### src/rtl/debounce_edge_pkg.sv
// Shared types for the debounce_edge block: FSM state encoding and the registered output bundle.
package debounce_edge_pkg;

    typedef enum logic [1:0] {
        ST_STABLE_LOW  = 2'd0,
        ST_SETTLE_HIGH = 2'd1,
        ST_STABLE_HIGH = 2'd2,
        ST_SETTLE_LOW  = 2'd3
    } state_t;

    typedef struct packed {
        logic level;
        logic rise;
        logic fall;
    } edge_out_t;

    localparam edge_out_t EDGE_OUT_IDLE = '{level: 1'b0, rise: 1'b0, fall: 1'b0};

endpackage

### src/rtl/debounce_edge_if.sv
// Raw input and conditioned outputs of debounce_edge; slave is the conditioner, master the consumer.
interface debounce_edge_if;

    logic raw_in;
    logic level;
    logic rise;
    logic fall;

    modport slave (
        input  raw_in,
        output level,
        output rise,
        output fall
    );

    modport master (
        output raw_in,
        input  level,
        input  rise,
        input  fall
    );

endinterface

### src/rtl/debounce_edge_sync_chain.sv
// Reusable multi-flop synchronizer for an asynchronous single-bit input.
module sync_chain #(
    parameter int STAGES = 2
) (
    input  logic clock,
    input  logic reset,
    input  logic d,
    output logic q
);

    logic [STAGES-1:0] r_s;

    always_ff @(posedge clock) begin
        if (reset) begin
            r_s <= '0;
        end else begin
            r_s <= {r_s[STAGES-2:0], d};
        end
    end

    assign q = r_s[STAGES-1];

endmodule

### src/rtl/debounce_edge.sv
// Debounces one raw input into a clean level plus single-cycle rise/fall pulses.
// Synchronizer feeds a four-state FSM with a stability counter; all outputs registered.
//
// state          | meaning
// ST_STABLE_LOW  | level is 0, synced input agrees
// ST_SETTLE_HIGH | synced input went 1, counting confirming cycles
// ST_STABLE_HIGH | level is 1, synced input agrees
// ST_SETTLE_LOW  | synced input went 0, counting confirming cycles
module debounce_edge
    import debounce_edge_pkg::*;
#(
    parameter int SYNC_STAGES   = 2,
    parameter int STABLE_CYCLES = 4
) (
    input  logic clock,
    input  logic reset,
    debounce_edge_if.slave bus
);

    localparam int CNT_BITS = $clog2(STABLE_CYCLES + 1);
    localparam logic [CNT_BITS-1:0] CNT_MAX = CNT_BITS'(STABLE_CYCLES);
    localparam logic [CNT_BITS-1:0] CNT_ONE = CNT_BITS'(1);

    logic                w_sync;
    state_t              r_state;
    state_t              w_state_nxt;
    logic [CNT_BITS-1:0] r_cnt;
    logic [CNT_BITS-1:0] w_cnt_nxt;
    edge_out_t           r_out;
    edge_out_t           w_out_nxt;

    sync_chain #(
        .STAGES (SYNC_STAGES)
    ) u_sync (
        .clock (clock),
        .reset (reset),
        .d     (bus.raw_in),
        .q     (w_sync)
    );

    always_ff @(posedge clock) begin
        if (reset) begin
            r_state <= ST_STABLE_LOW;
            r_cnt   <= '0;
            r_out   <= EDGE_OUT_IDLE;
        end else begin
            r_state <= w_state_nxt;
            r_cnt   <= w_cnt_nxt;
            r_out   <= w_out_nxt;
        end
    end

    // Counter saturates at CNT_MAX by construction: reaching it always leaves SETTLE.
    always_comb begin
        w_state_nxt     = r_state;
        w_cnt_nxt       = '0;
        w_out_nxt       = r_out;
        w_out_nxt.rise  = 1'b0;
        w_out_nxt.fall  = 1'b0;
        case (r_state)
            ST_STABLE_LOW: begin
                if (w_sync) begin
                    w_state_nxt = ST_SETTLE_HIGH;
                    w_cnt_nxt   = CNT_ONE;
                end
            end
            ST_SETTLE_HIGH: begin
                if (!w_sync) begin
                    w_state_nxt = ST_STABLE_LOW;
                end else if (r_cnt == CNT_MAX) begin
                    w_state_nxt     = ST_STABLE_HIGH;
                    w_out_nxt.level = 1'b1;
                    w_out_nxt.rise  = 1'b1;
                end else begin
                    w_cnt_nxt = r_cnt + CNT_ONE;
                end
            end
            ST_STABLE_HIGH: begin
                if (!w_sync) begin
                    w_state_nxt = ST_SETTLE_LOW;
                    w_cnt_nxt   = CNT_ONE;
                end
            end
            ST_SETTLE_LOW: begin
                if (w_sync) begin
                    w_state_nxt = ST_STABLE_HIGH;
                end else if (r_cnt == CNT_MAX) begin
                    w_state_nxt     = ST_STABLE_LOW;
                    w_out_nxt.level = 1'b0;
                    w_out_nxt.fall  = 1'b1;
                end else begin
                    w_cnt_nxt = r_cnt + CNT_ONE;
                end
            end
            default: begin
                w_state_nxt = ST_STABLE_LOW;
            end
        endcase
    end

    assign bus.level = r_out.level;
    assign bus.rise  = r_out.rise;
    assign bus.fall  = r_out.fall;

endmodule

### src/flat_wrapper.sv
// flat-port wrapper written by rule: the top's interface ports become plain ports
module debounce_edge_flat import debounce_edge_pkg::*;
#(
    parameter int SYNC_STAGES   = 2,
    parameter int STABLE_CYCLES = 4
)
  (clock, reset, bus_raw_in, bus_level, bus_rise, bus_fall);
  debounce_edge_if bus_i ();
  input  logic clock;
  input  logic reset;
  input wire logic [$bits(bus_i.raw_in)-1:0] bus_raw_in;
  output wire logic [$bits(bus_i.level)-1:0] bus_level;
  output wire logic [$bits(bus_i.rise)-1:0] bus_rise;
  output wire logic [$bits(bus_i.fall)-1:0] bus_fall;
  assign bus_i.raw_in = bus_raw_in;
  assign bus_level = bus_i.level;
  assign bus_rise = bus_i.rise;
  assign bus_fall = bus_i.fall;
  debounce_edge #(.SYNC_STAGES(SYNC_STAGES), .STABLE_CYCLES(STABLE_CYCLES)) u_core (.clock(clock), .reset(reset), .bus(bus_i));
endmodule
### config.mk
export PLATFORM = sky130hd
export DESIGN_NAME = debounce_edge_flat
export DESIGN_NICKNAME = d
export VERILOG_FILES = /design/src/rtl/debounce_edge_pkg.sv /design/src/rtl/debounce_edge_if.sv /design/src/rtl/debounce_edge_sync_chain.sv /design/src/rtl/debounce_edge.sv /design/src/flat_wrapper.sv
export SDC_FILE = /design/constraint.sdc
export NUM_CORES = 1
export LEC_CHECK = 0
export BUFFER_PORTS_ARGS = -buffer_cell sky130_fd_sc_hd__clkbuf_2
export CAP_MARGIN = 20
export CORE_AREA = 8 8 45 47
export DETAILED_ROUTE_END_ITERATION = 7
export DIE_AREA = 0 0 53 55
export PLACE_DENSITY_LB_ADDON = 0.2
export SLEW_MARGIN = 40
export SYNTH_ARGS = -nofsm -noshare
export SYNTH_HDL_FRONTEND = slang
export SYNTH_SLANG_ARGS = --single-unit
### constraint.sdc
create_clock -name clock -period 2.6 [get_ports clock]
set_input_delay 0.52 -clock clock [delete_from_list [all_inputs] [get_ports clock]]
set_output_delay 0.52 -clock clock [all_outputs]
set_load 0.1 [all_outputs]
### After elaboration in Yosys (flattened, before gate mapping)

Cells that the tools add are included.

* $add $sub $neg: 1
* eq/ne operators: 12
* multiplexer cells: 19
* bitwise gates (word level): 3
* reduce and logical (&&, ||, !) cells: 6

Operators with widths (count)
* $mux 2: 8
* $pmux 3 s4: 1
* $mux 3: 3
* $ne 2x2->1 const B: 4
* $pmux 2 s4: 1
* $ne 3x2->1 const B: 2
* $reduce_or 3->1: 2
* $mux 1: 5
* $reduce_and 5->1: 1
* $eq 2x2->1 const B: 2
* $ne 2x1->1 const B: 2
* $reduce_and 4->1: 1
* $add 3x1->3 const B: 1
* $eq 3x3->1 const B: 1
* $not 1->1: 3
* $eq 2x1->1 const B: 1
* $logic_not 2->1: 1
* $pmux 1 s2: 1
* $reduce_bool 2->1: 1

* flip-flop bits (word level): 10
* input port bits: 3
* output and inout bits: 3
* word-level logic and storage cells: 47

### Logic depth before layout (Yosys ltp)

Gate-level depths: netlist (run 1).

* depth in word-level cells: 4
* depth in mapped cells: 5
* mapped depth without buffers: 5

### Hierarchy

From an unflattened synthesis (run 1), not the netlist that was laid out.

* cell total of the unflattened synthesis: 34
* area total of the unflattened synthesis: 364.1 um^2

Modules (own cells, without submodules)
* debounce_edge: instances 1, cells an instance 30, area each 311.5 um^2, sequential area each 160.2 um^2
* sync_chain: instances 1, cells an instance 4, area each 52.6 um^2, sequential area each 40.0 um^2

### Least setup slack after synthesis (run 1)

OpenSTA, ideal clock, no wires.

* kind: reg2out
* start point: register u_core.r_out, in the netlist u_core.bus.level
* end point: output port bus_level
* data arrival time: 936 ps
* setup slack: 1144 ps
* cell stages (with the launch flop): 1
* cell sequence: dfxtp_1

RTL lines
* start: declaration: RTL line debounce_edge.sv:29 `edge_out_t r_out;`
* start signal: assignment: RTL line debounce_edge.sv:49 `r_out <= w_out_nxt;`
* end: declaration: RTL line flat_wrapper.sv:12 `output wire logic [$bits(bus_i.level)-1:0] bus_level;`

No word-level cell between the ends.

### Worst setup path after layout (run 1)

* start point: register u_core.r_out, in the netlist u_core.bus.level
* end point: output port bus_level

No word-level cell between the ends.

==> impl_metrics.tcl, run 1 <==
set metrics [dict create \
    hold_viol_final 0 \
    power.leakage_nw 0.1857 \
    cpMaxStageDelayCell "clkbuf_2" \
    rsz0062_at_grt "no" \
    cp.required_ns 2.08 \
    clock_path_buffers 2 \
    antenna_cells 0 \
    postCtsHoldBufs 0 \
    setup_tns_ns 0 \
    numCtsBuffers 3 \
    power_density_nw_per_um2 659.2 \
    p_seq_frac 0.562 \
    worst_pin_slew_ns 0.5441 \
    vdd_drop_max_mv 0.2400 \
    via_per_inst 4.627 \
    grt_pass1_wl_um 1083 \
    place_inst 56 \
    clock_sinks 10 \
    crit_family "buffers and inverters" \
    core_um2 1384 \
    port_buffers 5 \
    row_count 14 \
    crit_arrival_ns 1.07 \
    area_delta_synth_final_pct 18.62 \
    synth_cell_types 18 \
    route.met3.wl_um 54 \
    overflow 0 \
    clkPwrFrac 0.363 \
    path_buf_inv 1 \
    slew_headroom 0.6388 \
    p_comb_frac 0.075 \
    slew_violations 0 \
    layout.nets 50 \
    cpPeakStageDelay_ns 0.46 \
    fp.dieH_um 55 \
    wl_met2_um 273 \
    root_buffer "clkbuf_4" \
    fmax_mhz 628.4 \
    cp_cell_sequence "clkbuf_2" \
    p_int_uw 216.1 \
    hp-class "flip-flop to flip-flop" \
    ys_warn_count 0 \
    cts_resized 0 \
    cts.reportedPaths.clkPinSlew_ns 0.06 \
    htree_num_levels 1 \
    wl_per_cell_um 11.03 \
    r2r_slack_ns 1.38 \
    die_w_um 53 \
    layout_common_cells "dfxtp_1, clkbuf_2, clkbuf_4" \
    swShare 0.2385 \
    drive_above_1_share 0.1860 \
    dpl.hpwl_um 490 \
    synthCells 35 \
    syn_nets 40 \
    ys_seq_area_frac 0.5517 \
    ios 6 \
    power_uw 283.7 \
    maxCapViolCount 0 \
    rr_startpoint "u_core.r_cnt[0]$_SDFF_PP0_" \
    startpoint "u_core.bus.level$_SDFFE_PP0P_" \
    syn_area_per_cell_um2 10.37 \
    crit_type "flip-flop to primary output" \
    grt_pass1_vias 265 \
    drc_errors 0 \
    start_util 0.2622 \
    instances_no_fill 59 \
    top_layer "met4" \
    cts_tree "done" \
    hold_start "u_core.u_sync.r_s[0]$_SDFF_PP0_" \
    wl_met1_um 288 \
    first_pass_iters 4 \
    finalCritPeriodShare 0.6121 \
    synth_seq_cells 10 \
    crit_fanout 3 \
    skew_ns 0.001094 \
    design.die.area_um2 2915 \
    grt_usage 0.05531 \
    antenna_found_initial 0 \
    final_common_cell "dfxtp_1" \
    critPathLaunchType "flip-flop" \
    crit_path_end_kind "primary output" \
    post_cts_buffers 0 \
    routabilityCongestion 0.6203 \
    grt_max_degree 8 \
    drtIter0Drc 4 \
    status "complete, no violations" \
    synth_area_um2 362.8 \
    num_vias 273 \
    finalCriticalPeriod_ns 1.591 \
    power.switching_uw 67.67 \
    wl_um 651 \
    antenna_left 0 \
    setup-violations-final 0 \
    clock_latency_ns 0.26 \
]
==> Yosys cell counts, drive strengths merged <==
cell type,number,area (µm²)
dfxtp,10,200.2
a21oi,2,10.01
and4,2,17.52
ha,2,25.02
inv,2,7.510
nand2,2,7.510
nand2b,2,12.51
nor2b,2,12.51
nor3,2,10.01
a41oi,1,8.760
and2,1,6.260
and3,1,6.260
mux2i,1,10.01
nand3,1,5.000
nor2,1,3.750
o21ai,1,5.000
or2,1,6.260
xor2,1,8.760
==> layout make-up <==
cell class	count	area [µm²]
clock buffer	3	22.52
sequential	10	200.2
timing repair buffer	5	25.02
inverter	2	7.507
multi-input combinational	23	155.1
fill	147	953.4
tap	16	20.02
==> cell families (layout without fill, tap and decap cells) <==
family	count (synthesis)	after routing	synth area share
AOI/OAI and AO/OA	4	4	0.06551
DFF	10	10	0.5517
muxes	1	1	0.02759
buffers and inverters	2	10	0.02070
xor gates and xnor gates	1	1	0.02414
adders and majority gates	2	2	0.06895
and+or+nand+nor	15	15	0.2414
==> worst paths after layout <==
path / endpoint / cells after the start
max: bus_level / 1
min: u_core.u_sync.r_s[1]$_SDFF_PP0_ / 1
max reg2reg: flip-flop / 5
min reg2reg: u_core.u_sync.r_s[1]$_SDFF_PP0_ / 1
==> flip-flops by register name (all words and copies together) (netlist names), named ones only <==
register	cells
u_core.bus.level	1
u_core.bus.rise	1
u_core.u_sync.r_s	2
u_core.bus.fall	1
u_core.r_state	1
u_core.r_cnt	3
==> metrics by stage <==
step	instance area (µm²)	hold slack, ns	setup slack, ns	utilization
6_report	430.4	0.4409	1.009	0.3110
5_1_grt	430.4	0.4577	0.9625	0.3110
4_1_cts	430.4	0.4492	0.9939	0.3110
3_5_place_dp	407.9	0.4245	1.292	0.2948
3_3_place_gp	407.9	0.4238	1.298	0.2948
2_1_floorplan	362.8	0.4138	1.144	-
==> metal layers <==
metal / vias to the layer above / global-route usage
met2: 8 / 0.07227
met1: 123 / 0.05505
li1: 137 / -
met3: 5 / 0.02674
met4: 0 / 0.07759
met5: - / 0
==> power by group through the flow <==
stage | registers (mW) | logic, mW | clock network, mW
floorplan | 0.173 | 0.00580 | 0
global placement | 0.163 | 0.0211 | 0
detailed placement | 0.163 | 0.0214 | 0
CTS | 0.159 | 0.0215 | 0.109
global route | 0.160 | 0.0226 | 0.114
finish | 0.160 | 0.0212 | 0.103
Note: power is estimated with default switching activity, not from simulation.
==> inputs of run 2 (changes only) <==
--- a/config.mk
+++ b/config.mk
@@ -5,6 +5,7 @@
 export SDC_FILE = /design/constraint.sdc
 export NUM_CORES = 1
 export LEC_CHECK = 0
+export ABC_AREA = 1
 export BUFFER_PORTS_ARGS = -buffer_cell sky130_fd_sc_hd__clkbuf_2
 export CAP_MARGIN = 20
 export CORE_AREA = 8 8 45 47
==> constraint.sdc (replaced) <==
create_clock -name clock -period 1.37 [get_ports clock]
set_input_delay 0.274 -clock clock [delete_from_list [all_inputs] [get_ports clock]]
set_output_delay 0.274 -clock clock [all_outputs]
set_load 0.1 [all_outputs]
==> run 2 against run 1 <==
Net effect:
- register-to-register slack lost 1.1 ns
- critical path depth unchanged
- power increased by 77%
- combinational power is 26% lower
- die area stayed put
- area after synthesis is 12% higher
- critical path type unchanged
- non-clock buffer count stayed put
- routed wire length fell by 0.92%
- largest cell class unchanged
- global-route usage up 0.44 points
- first-iteration DRC count rose by 25%
- sequential share of layout area down 5.9 points
==> impl_metrics.tcl, run 2 <==
set metrics [dict create \
    synthArstFlopShare 0 \
    worst_pin_slew_ns 0.2817 \
    hold_start "bus_raw_in" \
    dpl.hpwl_um 531.5 \
    routabilityCongestion 0.7281 \
    hold_viol_final 0 \
    critPathLaunchType "flip-flop" \
    syn_nets 59 \
    crit_path_end_kind "primary output" \
    port_buffers 5 \
    cts_resized 0 \
    overflow 0 \
    hp-class "input port to flip-flop" \
    cp_cell_sequence "buf_4" \
    skew_ns 0.001234 \
    cts_tree "done" \
    swShare 0.1982 \
    wl_um 645 \
    grt_max_degree 7 \
    crit_arrival_ns 0.85 \
    syn_area_per_cell_um2 7.507 \
    antenna_cells 0 \
    maxCapViolCount 0 \
    clock_latency_ns 0.25 \
    p_int_uw 402.3 \
    first_pass_iters 4 \
    row_count 14 \
    numCtsBuffers 3 \
    synth_cell_types 14 \
    place_inst 75 \
    p_comb_frac 0.031 \
    cts.reportedPaths.clkPinSlew_ns 0.06 \
    synth_seq_cells 10 \
    grt_usage 0.05976 \
    clock_sinks 10 \
    fin_util 0.3562 \
    synth_area_um2 405.4 \
    rr_startpoint "u_core.r_cnt[0]$_SDFF_PP0_" \
    core_um2 1384 \
    via_per_inst 4.077 \
    instances_no_fill 78 \
    layout_common_cells "nand2_1, inv_1, dfxtp_1, nor2_1" \
    finalCritPeriodShare 0.8177 \
    ys_seq_area_frac 0.4938 \
    crit_fanout 1 \
    hold_depth 3 \
    cp.required_ns 1.10 \
    ys_warn_count 0 \
    hold-path-endpoint "u_core.u_sync.r_s[0]$_SDFF_PP0_" \
    status "complete, no violations" \
    yosys.area.top_type "dfxtp_1" \
    crit_family "flip-flops" \
    area_delta_synth_final_pct 21.60 \
    synth_edf_count 0 \
    largest_reg_flops 3 \
    synthTopCellsByCount "nand2_1, dfxtp_1, inv_1, nor2_1, nand3_1" \
    setup-violations-final 0 \
    synth_top_area_frac 0.4938 \
    setup_tns_ns 0 \
    synth_area_leaders "dfxtp_1, nand2_1, inv_1" \
    htree_num_levels 1 \
    power_uw 501.7 \
    dp_slack_ns 0.2782 \
    top_register "u_core.r_cnt" \
    r2r_slack_ns 0.28 \
    synth_ff_type "dfxtp_1" \
    p_seq_frac 0.594 \
    cpPeakStageDelay_ns 0.31 \
    slew_violations 0 \
    die_w_um 53 \
    post_cts_buffers 0 \
    synthCells 54 \
    clock_path_buffers 2 \
    design.die.area_um2 2915 \
    reg.largest.list "u_core.r_cnt (3), u_core.u_sync.r_s (2)" \
    reg2regPathDepth 6 \
    wl_per_cell_um 8.269 \
    grt_pass1_wl_um 1207 \
    clkPwrFrac 0.375 \
    power.switching_uw 99.45 \
    layout.nets 69 \
    final_common_cell "nand2_1" \
    postCtsHoldBufs 0 \
    drtIter0Drc 5 \
    r2r-end "u_core.bus.level$_SDFFE_PP0P_" \
    rsz0062_at_grt "no" \
    ios 6 \
    slew_headroom 0.8138 \
    cpMaxStageDelayCell "dfxtp_1" \
    antenna_left 0 \
    power.leakage_nw 0.2523 \
    power_density_nw_per_um2 1018 \
    root_buffer "clkbuf_4" \
    finalCriticalPeriod_ns 1.120 \
    synth.most_common_cell "nand2_1" \
    path_buf_inv 1 \
    crit_type "flip-flop to primary output" \
    drive_above_1_share 0.1935 \
    num_vias 318 \
    path_depth 1 \
    grt_pass1_vias 308 \
    fmax_mhz 892.6 \
    vdd_drop_max_mv 0.4793 \
    antenna_found_initial 0 \
    start_util 0.2929 \
    drc_errors 0 \
    worst_slack_ns 0.2497 \
    fp.dieH_um 55 \
]
## run 2: logic make-up after synthesis
| logic type | synth area share |
|---|---|
| AOI/OAI and AO/OA | 0.02467 |
| adders and majority gates | 0.06172 |
| buffers and inverters | 0.1142 |
| DFF | 0.4938 |
| and+or+nand+nor | 0.3056 |
## run 2: power groups by stage
stage               Clock [mW]  Combinational, mW  Sequential (mW)
finish                   0.188             0.0156            0.298
global route             0.222             0.0186            0.298
CTS                      0.200             0.0158            0.298
detailed placement           0             0.0157            0.304
global placement             0             0.0159            0.304
floorplan                    0            0.00974            0.304
## run 2: final cells by class
type	instances	area, µm²
well taps	16	20.02
inverters	12	46.29
clock buffers	3	22.52
fillers	146	890.9
flip-flops and latches	10	200.2
repair buffers	5	45.04
multi-input cells	32	158.9
## run 2: worst reg2reg max path: stages (launching register included)
cell      delay (ns)
dfxtp_1         0.35
inv_1           0.05
ha_1            0.21
nand3_2         0.11
clkinv_2        0.08
nand3b_1        0.12
nand2_1         0.06
## run 2: per-layer routing
metal  vias up  global-route usage  part of all wire
met4         0             0.06466                 0
met2         6             0.07813              0.40
met3         0             0.03743             0.074
met5         -                   0                 0
li1        179                   -                 -
met1       133             0.06135              0.52
## run 2: worst max path at each step
stage / from / endpoint
after CTS: u_core.bus.rise$_SDFF_PP0_ / bus_rise
after global routing: u_core.r_cnt[0]$_SDFF_PP0_ / u_core.bus.level$_SDFFE_PP0P_
after detailed placement: u_core.r_cnt[0]$_SDFF_PP0_ / u_core.bus.level$_SDFFE_PP0P_
after global placement: u_core.r_cnt[0]$_SDFF_PP0_ / u_core.bus.level$_SDFFE_PP0P_
after floorplan: u_core.bus.level$_SDFFE_PP0P_ / u_core.bus.level$_SDFFE_PP0P_
final: u_core.bus.rise$_SDFF_PP0_ / bus_rise
## run 2: metrics by stage
step | area, µm² | hold WS, ns
floorplan | 405.4 | 0.3452
global placement | 470.5 | 0.3889
detailed placement | 470.5 | 0.3952
CTS | 493.0 | 0.1926
global route | 493.0 | 0.1913
finish | 493.0 | 0.2040
==> inputs of run 3 (changes only) <==
--- a/config.mk
+++ b/config.mk
@@ -5,7 +5,7 @@
 export SDC_FILE = /design/constraint.sdc
 export NUM_CORES = 1
 export LEC_CHECK = 0
-export ABC_AREA = 1
+export ABC_AREA = 0
 export BUFFER_PORTS_ARGS = -buffer_cell sky130_fd_sc_hd__clkbuf_2
 export CAP_MARGIN = 20
 export CORE_AREA = 8 8 45 47
==> constraint.sdc (replaced) <==
create_clock -name clock -period 1.1 [get_ports clock]
set_input_delay 0.22 -clock clock [delete_from_list [all_inputs] [get_ports clock]]
set_output_delay 0.22 -clock clock [all_outputs]
set_load 0.1 [all_outputs]
==> run 3 against run 2 <==
Net effect:
- routed wire length increased by 14%
- register-to-register slack got worse by 0.27 ns
- clock skew about the same
- via count down 7.9%
- utilization grew 5.4 points
- design area is 15% higher
- combinational power grew to 4.7 times the previous value
- sequential cell count unchanged
- worst setup slack worse by 0.24 ns
- largest power group unchanged
- die area stayed put
==> impl_metrics.tcl, run 3 (same netlist as run 1, synthesis figures left out) <==
set metrics [dict create \
    clock_path_buffers 2 \
    fin_hold_ws_ns 0.1669 \
    rsz0062_at_grt "yes" \
    hold_viol_final 0 \
    power_density_nw_per_um2 1369 \
    via_per_inst 4.578 \
    crit_type "flip-flop to flip-flop" \
    status "complete, no violations" \
    cpMaxStageDelayCell "dfxtp_2" \
    grt_usage 0.05373 \
    r2r-end "u_core.bus.level$_SDFFE_PP0P_" \
    grt_pass1_wl_um 1124 \
    hold-path-endpoint "u_core.u_sync.r_s[0]$_SDFF_PP0_" \
    crit_arrival_ns 1.28 \
    die_w_um 53 \
    fp.dieH_um 55 \
    r2r_slack_ns 0.01 \
    root_buffer "clkbuf_4" \
    ios 6 \
    htree_num_levels 1 \
    power_uw 777.4 \
    wl_um 735 \
    met3_usage 0.02406 \
    clock_sinks 10 \
    maxCapViolCount 0 \
    antenna_found_initial 0 \
    layout.nets 54 \
    hp-class "input port to flip-flop" \
    cts_tree "done" \
    reg.largest.list "u_core.r_cnt (3), u_core.u_sync.r_s (2)" \
    grt_max_degree 8 \
    reg2regPathDepth 5 \
    fmax_mhz 920.7 \
    grtUsageMet1 0.05368 \
    cp_cell_sequence "inv_2 > ha_4 > a41oi_2 > or2_1 > a21oi_2" \
    slew_violations 0 \
    start_util 0.2622 \
    fillers 139 \
    overflow 0 \
    cp.required_ns 1.29 \
    cts.reportedPaths.clkPinSlew_ns 0.07 \
    layout_common_cells "dfxtp_1, dfxtp_2, buf_4, clkbuf_4, buf_12" \
    vdd_drop_max_mv 0.6005 \
    setup_tns_ns 0 \
    final_area_um2 568.0 \
    cpPeakStageDelay_ns 0.32 \
    drtIter0Drc 6 \
    top_register "u_core.r_cnt" \
    row_count 14 \
    first_pass_iters 2 \
    power.leakage_nw 0.2244 \
    dpl.hpwl_um 487.5 \
    critPathLaunchType "flip-flop" \
    largest_reg_flops 3 \
    drive_above_1_share 0.5417 \
    wl_per_cell_um 11.48 \
    finalCriticalPeriod_ns 1.086 \
    drc_errors 0 \
    antenna_cells 0 \
    worst_pin_slew_ns 0.2398 \
    crit_path_end_kind "flip-flop" \
    worst_slack_ns 0.01387 \
    crit_fanout 3 \
    num_vias 293 \
    hold_start "bus_raw_in" \
    clock_latency_ns 0.26 \
    design.die.area_um2 2915 \
    area_delta_synth_final_pct 56.55 \
    core_um2 1384 \
    slew_headroom 0.8399 \
    top_usage_layer "met2" \
    finalCritPeriodShare 0.9874 \
    rr_startpoint "u_core.r_cnt[1]$_SDFF_PP0_" \
    antenna_left 0 \
    skew_ns 0.001664 \
    setup-violations-final 0 \
    routabilityCongestion 0.6289 \
    grtUsageMet2 0.07617 \
    numCtsBuffers 3 \
    hold_depth 2 \
    grt_pass1_vias 300 \
    dpl-instance-area_um2 471.7 \
    path_buf_inv 1 \
    dp_slack_ns -0.04081 \
    port_buffers 5 \
    crit_family "flip-flops" \
]
run 3: cell types whose count changed in the layout (fill, tap and decap cells not counted), moves of 3 or more:
cell     before  now
dfxtp_1      10    5
dfxtp_2       0    5
inv_1        10    0
nand2_1      13    2
nand3_1       3    0
nor2_1        7    1
run 3: through the flow:
step                      utilization  std cells
after floorplan                     -         35
after global placement         0.3409         58
after detailed placement       0.3409         58
after CTS                      0.3797         62
after global routing           0.4105         64
final                          0.4105         64
run 3: layout make-up:
type	count	area, µm²	share of cell area
clock buffer	4	36.28	0.06388
inverter	2	7.507	0.01322
multi-input combinational	23	197.7	0.3480
sequential	10	206.4	0.3634
tap	16	20.02	0.03524
timing repair buffer	9	100.1	0.1762
run 3: metal layers:
metal / routed length, µm / up-vias
met5: 0 / -
met2: 357 / 6
met3: 55 / 2
met1: 312 / 137
li1: - / 148
met4: 10 / 0
run 3: where the power goes:
| part | internal [mW] | leakage, nW | switching, mW | total [mW] |
|---|---|---|---|---|
| Sequential | 0.372 | 0.0837 | 0.00971 | 0.381 |
| Combinational | 0.0310 | 0.120 | 0.0422 | 0.0732 |
| Clock | 0.201 | 0.0210 | 0.122 | 0.323 |
| Total | 0.603 | 0.224 | 0.174 | 0.777 |
run 3: how the worst max path moves through the flow:
stage / cells past startpoint / end / startpoint
2_1_floorplan: 3 / u_core.bus.level$_SDFFE_PP0P_ / u_core.bus.level$_SDFFE_PP0P_
3_3_place_gp: 5 / flip-flop / u_core.r_cnt[0]$_SDFF_PP0_
3_5_place_dp: 5 / flip-flop / u_core.r_cnt[0]$_SDFF_PP0_
4_1_cts: 5 / u_core.bus.level$_SDFFE_PP0P_ / u_core.r_cnt[0]$_SDFF_PP0_
5_1_grt: 5 / u_core.bus.level$_SDFFE_PP0P_ / u_core.r_cnt[1]$_SDFF_PP0_
6_report: 5 / u_core.bus.level$_SDFFE_PP0P_ / u_core.r_cnt[1]$_SDFF_PP0_
run 3: what timing repair did:
item,CTS,global route
pin swaps,0,5
setup endpoints to repair,4,5
resized for setup,3,11
buffers inserted,0,2
hold buffers,0,0
